<file path="src/rtl/btn_pkg.sv">
// +--------------------------------------------------------------------------+
// | btn_pkg : shared constants and per-channel status type for btn_conditioner|
// | Revision: 1.0                                                            |
// +--------------------------------------------------------------------------+
`default_nettype none

package btn_pkg;

    localparam int DEF_N_CH              = 4;
    localparam int DEF_DEBOUNCE_CYCLES   = 16;
    localparam int DEF_LONG_PRESS_CYCLES = 1000;
    localparam int DEF_REPEAT_CYCLES     = 200;

    typedef struct packed {
        logic level;
        logic rise;
        logic fall;
        logic long_press;
        logic repeat_pulse;
    } btn_status_t;

endpackage

`default_nettype wire

</file>
<file path="src/rtl/btn_channel.sv">
// +--------------------------------------------------------------------------+
// | btn_channel : one button channel - sync, debounce, edges, long press,    |
// |               optional auto-repeat (macro BTN_AUTOREPEAT_EN)             |
// | Revision: 1.0                                                            |
// +--------------------------------------------------------------------------+
`default_nettype none

module btn_channel
    import btn_pkg::*;
#(
    parameter int DEBOUNCE_CYCLES   = DEF_DEBOUNCE_CYCLES,
    parameter int LONG_PRESS_CYCLES = DEF_LONG_PRESS_CYCLES,
    parameter int REPEAT_CYCLES     = DEF_REPEAT_CYCLES
) (
    input  logic        clk,
    input  logic        rst,
    input  logic        ena,
    input  logic        sig_in,
    output btn_status_t status
);

    localparam int DCNT_W = $clog2(DEBOUNCE_CYCLES + 1);
    localparam int HCNT_W = $clog2(LONG_PRESS_CYCLES + 1);

    localparam logic [DCNT_W-1:0] DCNT_LAST = DCNT_W'(DEBOUNCE_CYCLES - 1);
    localparam logic [HCNT_W-1:0] HCNT_MAX  = HCNT_W'(LONG_PRESS_CYCLES);

    if (DEBOUNCE_CYCLES < 1 || LONG_PRESS_CYCLES < 1 || REPEAT_CYCLES < 1) begin : g_bad_params
        $error("btn_channel: cycle parameters must be >= 1");
    end

    logic              sync1_q, sync1_d;
    logic              sync2_q, sync2_d;
    logic              state_q, state_d;
    logic [DCNT_W-1:0] dcnt_q,  dcnt_d;
    logic [HCNT_W-1:0] hcnt_q,  hcnt_d;
    logic              rise_q,  rise_d;
    logic              fall_q,  fall_d;
    logic              long_q,  long_d;
    logic              rpt_q;

    always_comb begin
        sync1_d = sig_in;
        sync2_d = sync1_q;
        state_d = state_q;
        dcnt_d  = dcnt_q;

        if (ena) begin
            if (sync2_q != state_q) begin
                if (dcnt_q == DCNT_LAST) begin
                    state_d = sync2_q;
                    dcnt_d  = '0;
                end else begin
                    dcnt_d  = dcnt_q + DCNT_W'(1);
                end
            end else begin
                dcnt_d = '0;
            end
        end

        rise_d = state_d & ~state_q;
        fall_d = ~state_d & state_q;

        // A release on the very edge the hold count would saturate must not
        // produce a long press alongside the fall pulse.
        hcnt_d = hcnt_q;
        if (!state_q || fall_d) begin
            hcnt_d = '0;
        end else if (ena && (hcnt_q < HCNT_MAX)) begin
            hcnt_d = hcnt_q + HCNT_W'(1);
        end

        long_d = (hcnt_d == HCNT_MAX) && (hcnt_q != HCNT_MAX);
    end

    always_ff @(posedge clk or negedge rst) begin
        if (!rst) begin
            sync1_q <= 1'b0;
            sync2_q <= 1'b0;
            state_q <= 1'b0;
            dcnt_q  <= '0;
            hcnt_q  <= '0;
            rise_q  <= 1'b0;
            fall_q  <= 1'b0;
            long_q  <= 1'b0;
        end else begin
            sync1_q <= sync1_d;
            sync2_q <= sync2_d;
            state_q <= state_d;
            dcnt_q  <= dcnt_d;
            hcnt_q  <= hcnt_d;
            rise_q  <= rise_d;
            fall_q  <= fall_d;
            long_q  <= long_d;
        end
    end

`ifdef BTN_AUTOREPEAT_EN
    localparam int RCNT_W = $clog2(REPEAT_CYCLES + 1);
    localparam logic [RCNT_W-1:0] RCNT_LAST = RCNT_W'(REPEAT_CYCLES - 1);

    logic [RCNT_W-1:0] rcnt_q, rcnt_d;
    logic              rpt_d;

    // Repeat period runs only once the hold counter has saturated.
    always_comb begin
        rcnt_d = rcnt_q;
        rpt_d  = 1'b0;
        if (!state_q || fall_d || long_d) begin
            rcnt_d = '0;
        end else if (ena && (hcnt_q == HCNT_MAX)) begin
            if (rcnt_q == RCNT_LAST) begin
                rcnt_d = '0;
                rpt_d  = 1'b1;
            end else begin
                rcnt_d = rcnt_q + RCNT_W'(1);
            end
        end
    end

    always_ff @(posedge clk or negedge rst) begin
        if (!rst) begin
            rcnt_q <= '0;
            rpt_q  <= 1'b0;
        end else begin
            rcnt_q <= rcnt_d;
            rpt_q  <= rpt_d;
        end
    end
`else
    assign rpt_q = 1'b0;
`endif

    assign status.level        = state_q;
    assign status.rise         = rise_q;
    assign status.fall         = fall_q;
    assign status.long_press   = long_q;
    assign status.repeat_pulse = rpt_q;

endmodule

`default_nettype wire

</file>
<file path="src/rtl/btn_conditioner.sv">
// +--------------------------------------------------------------------------+
// | btn_conditioner : N_CH independent push-button conditioners              |
// |                   auto-repeat enabled by macro BTN_AUTOREPEAT_EN         |
// | Revision: 1.0                                                            |
// +--------------------------------------------------------------------------+
`default_nettype none

module btn_conditioner
    import btn_pkg::*;
#(
    parameter int N_CH              = DEF_N_CH,
    parameter int DEBOUNCE_CYCLES   = DEF_DEBOUNCE_CYCLES,
    parameter int LONG_PRESS_CYCLES = DEF_LONG_PRESS_CYCLES,
    parameter int REPEAT_CYCLES     = DEF_REPEAT_CYCLES
) (
    input  logic            clk,
    input  logic            rst,
    input  logic            ena,
    input  logic [N_CH-1:0] sig_in,
    output logic [N_CH-1:0] sig_debounced,
    output logic [N_CH-1:0] rise,
    output logic [N_CH-1:0] fall,
    output logic [N_CH-1:0] long_press,
    output logic [N_CH-1:0] repeat_pulse
);

    btn_status_t status [N_CH];

    for (genvar i = 0; i < N_CH; i++) begin : g_ch
        btn_channel #(
            .DEBOUNCE_CYCLES   (DEBOUNCE_CYCLES),
            .LONG_PRESS_CYCLES (LONG_PRESS_CYCLES),
            .REPEAT_CYCLES     (REPEAT_CYCLES)
        ) u_channel (
            .clk    (clk),
            .rst    (rst),
            .ena    (ena),
            .sig_in (sig_in[i]),
            .status (status[i])
        );

        assign sig_debounced[i] = status[i].level;
        assign rise[i]          = status[i].rise;
        assign fall[i]          = status[i].fall;
        assign long_press[i]    = status[i].long_press;
        assign repeat_pulse[i]  = status[i].repeat_pulse;
    end

endmodule

`default_nettype wire
</file>
<file path="config.mk">
export PLATFORM = sky130hd
export DESIGN_NAME = btn_conditioner
export DESIGN_NICKNAME = d
export VERILOG_FILES = /design/src/rtl/btn_pkg.sv /design/src/rtl/btn_channel.sv /design/src/rtl/btn_conditioner.sv
export SDC_FILE = /design/constraint.sdc
export NUM_CORES = 1
export LEC_CHECK = 0
export ABC_AREA = 0
export BUFFER_PORTS_ARGS = -buffer_cell sky130_fd_sc_hd__buf_2
export CORE_MARGIN = 4
export CORE_UTILIZATION = 40
export CTS_BUF_LIST = sky130_fd_sc_hd__clkbuf_4 sky130_fd_sc_hd__clkbuf_8 sky130_fd_sc_hd__clkbuf_16
export DETAILED_ROUTE_END_ITERATION = 8
export PLACE_DENSITY_LB_ADDON = 0.15
export SKIP_CTS_REPAIR_TIMING = 1
export SLEW_MARGIN = 20
export SYNTH_ARGS = -nofsm -noshare
export SYNTH_HDL_FRONTEND = slang
export SYNTH_SLANG_ARGS = --single-unit
</file>
<file path="constraint.sdc">
create_clock -name clk -period 3.7 [get_ports clk]
set_input_delay 0.37 -clock clk [delete_from_list [all_inputs] [get_ports clk]]
set_output_delay 0.37 -clock clk [all_outputs]
set_load 0.05 [all_outputs]
</file>
==> impl_metrics.toml <==
[critical_path]
critPathRequiredTime_ns = 3.93
cp_max_fo = 7
worstPathCellList = "nand4_1 -> o21ai_1 -> o311ai_0 -> o31a_1 -> a2111oi_2"
crit_type = "reg2reg"
slowest_delay_ns = 0.46
cp-end-kind = "register"
start_kind = "register"
slowest_stage = "o21ai_1"
crit_arrival_ns = 2.24

[clock_network]
path_clk_slew_ns = 0.06
worstSkewPairLatency_ns = 0.34
cts_buffers = 9
h-tree-depth = 3
cts-root-buf = "clkbuf_16"
clkSinkCount = 84
clock_path_buffers = 2
cts_tree = "done"

[timing]
relSlewSlack = 0.513
fin_crit_sh = 0.543
slew_violations = 0
grt_setup_unrepaired = "no"
setup_viol = 0
timing_hold_violations_final = 0
worst_pin_slew_ns = 0.730
fin_skew_ns = 0.00596
fin_ws_ns = 1.69
fmax_ghz = 0.498
tns_ns = 0
fin_crit_ns = 2.01

[final_layout]
drive_above_1_share = 0.141
finalNetCount = 502
post-route-util = 0.449
n_antenna_cell = 0
nFillCells = 1099
final_common_cell = "dfrtp_1"
final_cell_mix = "84 x dfrtp_1, 46 x nor2_1, 36 x nand2_1, 21 x o21ai_0, 21 x buf_2"
fin_area_sq_mm = 0.00516
synthToLayoutAreaGrowth_pct = 9.15

[drt]
drcViolationCount = 0
wirelength_um = 9260
dr.pass1.iters = 4
vias = 3463
ant_nets = 0
viasPerCell = 5.49
drt_iter0_drc = 211
avgRoutedWirePerCell_um = 14.7

[global_routing]
grt_pass1_vias = 3433
grt_start_max_net_pins = 57
antenna_found_initial = 0
grt_use_total = 0.151
grt_pass1_wl_um = 16200
gr-total-overflow = 0

[yosys]
yosysSeqAreaShare = 0.444
synth_edf_count = 0
syn_avg_cell_area_sq_um = 9.90
synthCells = 478
yosys-top-cells-area = "dfrtp_1 44%, nor2_1 3.6%, xnor2_1 3.3%"
synthDistinctLibCells = 70
synth_seq_cells = 84
async_flop_share = 1.00
synth_top_area_share = 0.444
synth_flop_cell = "dfrtp_1"
synthesis.area_sq_mm = 0.00473
yosys.area.top_type = "dfrtp_1"
ys_warn_count = 0

[power]
p_leak_nw = 2.16
peakVddDrop_mv = 0.218
powerDensity_mw_per_mm2 = 398

[placed_design]
pre_cts_ws_ns = 1.47
numPortBuffers = 22
gp_congestion = 0.863
hpwlAfterDp_um = 6430
dpl_cell_area_sq_mm = 0.00483

[die]
num_rows = 39
dieWidth_um = 117
ioPinCount = 27
die_area_sq_mm = 0.0136
core-area_sq_mm = 0.0115
fp.dieH_um = 117
initial_core_util = 0.411

[outcome]
outcome = "finished clean"

[worst_hold_path]
hp-class = "in2async"

[job]
max_cap_violations = 0
## metal layers
| metal | track usage | wire, um | vias to the layer above | share of wire |
|---|---|---|---|---|
| met2 | 0.237 | 4350 | 56 | 0.47 |
| met1 | 0.196 | 4420 | 1687 | 0.48 |
| met4 | 0.0635 | 161 | 0 | 0.017 |
| met3 | 0.0415 | 327 | 14 | 0.035 |
| met5 | 0 | 0 | - | 0 |
| li1 | - | - | 1706 | - |
## critical path: cells and delay by family (launching register included)
family,cells,cell delay [ns]
flops,1,0.45
simple gates,1,0.17
compound gates,4,1.27
## metrics by stage
stage / hold slack [ns] / std cells / power, W
final: 0.0852 / 631 / 0.00205
after global routing: 0.117 / 631 / 0.00215
after CTS: 0.112 / 631 / 0.00209
after detailed placement: 0.336 / 615 / 0.00107
after global placement: 0.332 / 615 / 0.00107
after floorplan: 0.0744 / 481 / 0.00104
## final cells by class
type / count / area, sq um / share of cell area
Sequential cell: 84 / 2100 / 0.407
Clock buffer: 12 / 267 / 0.0516
Multi-Input combinational cell: 343 / 2330 / 0.452
Clock inverter: 4 / 70.1 / 0.0136
Timing Repair Buffer: 24 / 128 / 0.0247
Inverter: 21 / 86.3 / 0.0167
Tap cell: 143 / 179 / 0.0346
## cell families (layout without fill, tap and decap cells)
group                    Yosys count  in the layout  synth area share
AND/OR/NAND/NOR                  188            188             0.213
AO/OA/AOI/OAI                     95             95             0.158
flip-flops                        84             84             0.444
buffers and inverters             54             61            0.0650
XOR/XNOR                          29             29            0.0537
multiplexers                      15             15            0.0336
adder cells (fa/ha/maj)           12             12            0.0317
other                              1              4          0.000792
## flip-flops by register name (all words and copies together), names as in the netlist
| name | cells |
|---|---|
| g_ch.u_channel.state_q | 4 |
| g_ch.u_channel.dcnt_q | 20 |
| g_ch.u_channel.rise_q | 4 |
| g_ch.u_channel.sync1_q | 4 |
| g_ch.u_channel.sync2_q | 4 |
| g_ch.u_channel.long_q | 4 |
| g_ch.u_channel.hcnt_q | 40 |
| g_ch.u_channel.fall_q | 4 |
## power breakdown
part           internal, W  leakage, nW  switching, W
clock network     0.000644        0.169      0.000354
logic            0.0000303        0.841     0.0000636
registers         0.000941         1.15     0.0000210
## worst paths after layout
| path | startpoint | to | slack (ns) | depth (start not counted) |
|---|---|---|---|---|
| worst min-delay path | rst | g_ch[1].u_channel.sync1_q | 0.09 | 1 |
| worst min register to register | g_ch[2].u_channel.sync1_q | g_ch[2].u_channel.sync2_q | 0.35 | 0 |
| worst max-delay path | g_ch[2].u_channel.hcnt_q[7] | g_ch[2].u_channel.long_q | 1.69 | 5 |
| worst max register to register | g_ch[2].u_channel.hcnt_q[7] | g_ch[2].u_channel.long_q | 1.69 | 5 |
| max in group asynchronous | rst | g_ch[2].u_channel.hcnt_q[4] | 2.74 | 2 |
| min in group clk | sig_in[2] | g_ch[2].u_channel.sync1_q | 0.13 | 1 |
## synthesized netlist by cell type, types with 4 or more instances
library cell	n
a31oi_1	4
xor2_1	11
clkbuf_1	5
dfrtp_1	84
nor3_1	9
o2bb2ai_1	4
o211ai_1	6
nor3b_1	11
nand4_1	10
nor4_1	5
mux2_2	7
o21ai_1	6
inv_1	20
a21oi_1	14
nand2b_1	4
ha_1	12
nand3_1	19
buf_4	20
o21ai_0	21
xnor2_1	18
nand2_1	36
nor2_1	46
nor2b_1	9
mux2i_1	8
and3_1	13
(Power assumes the default switching activity.)
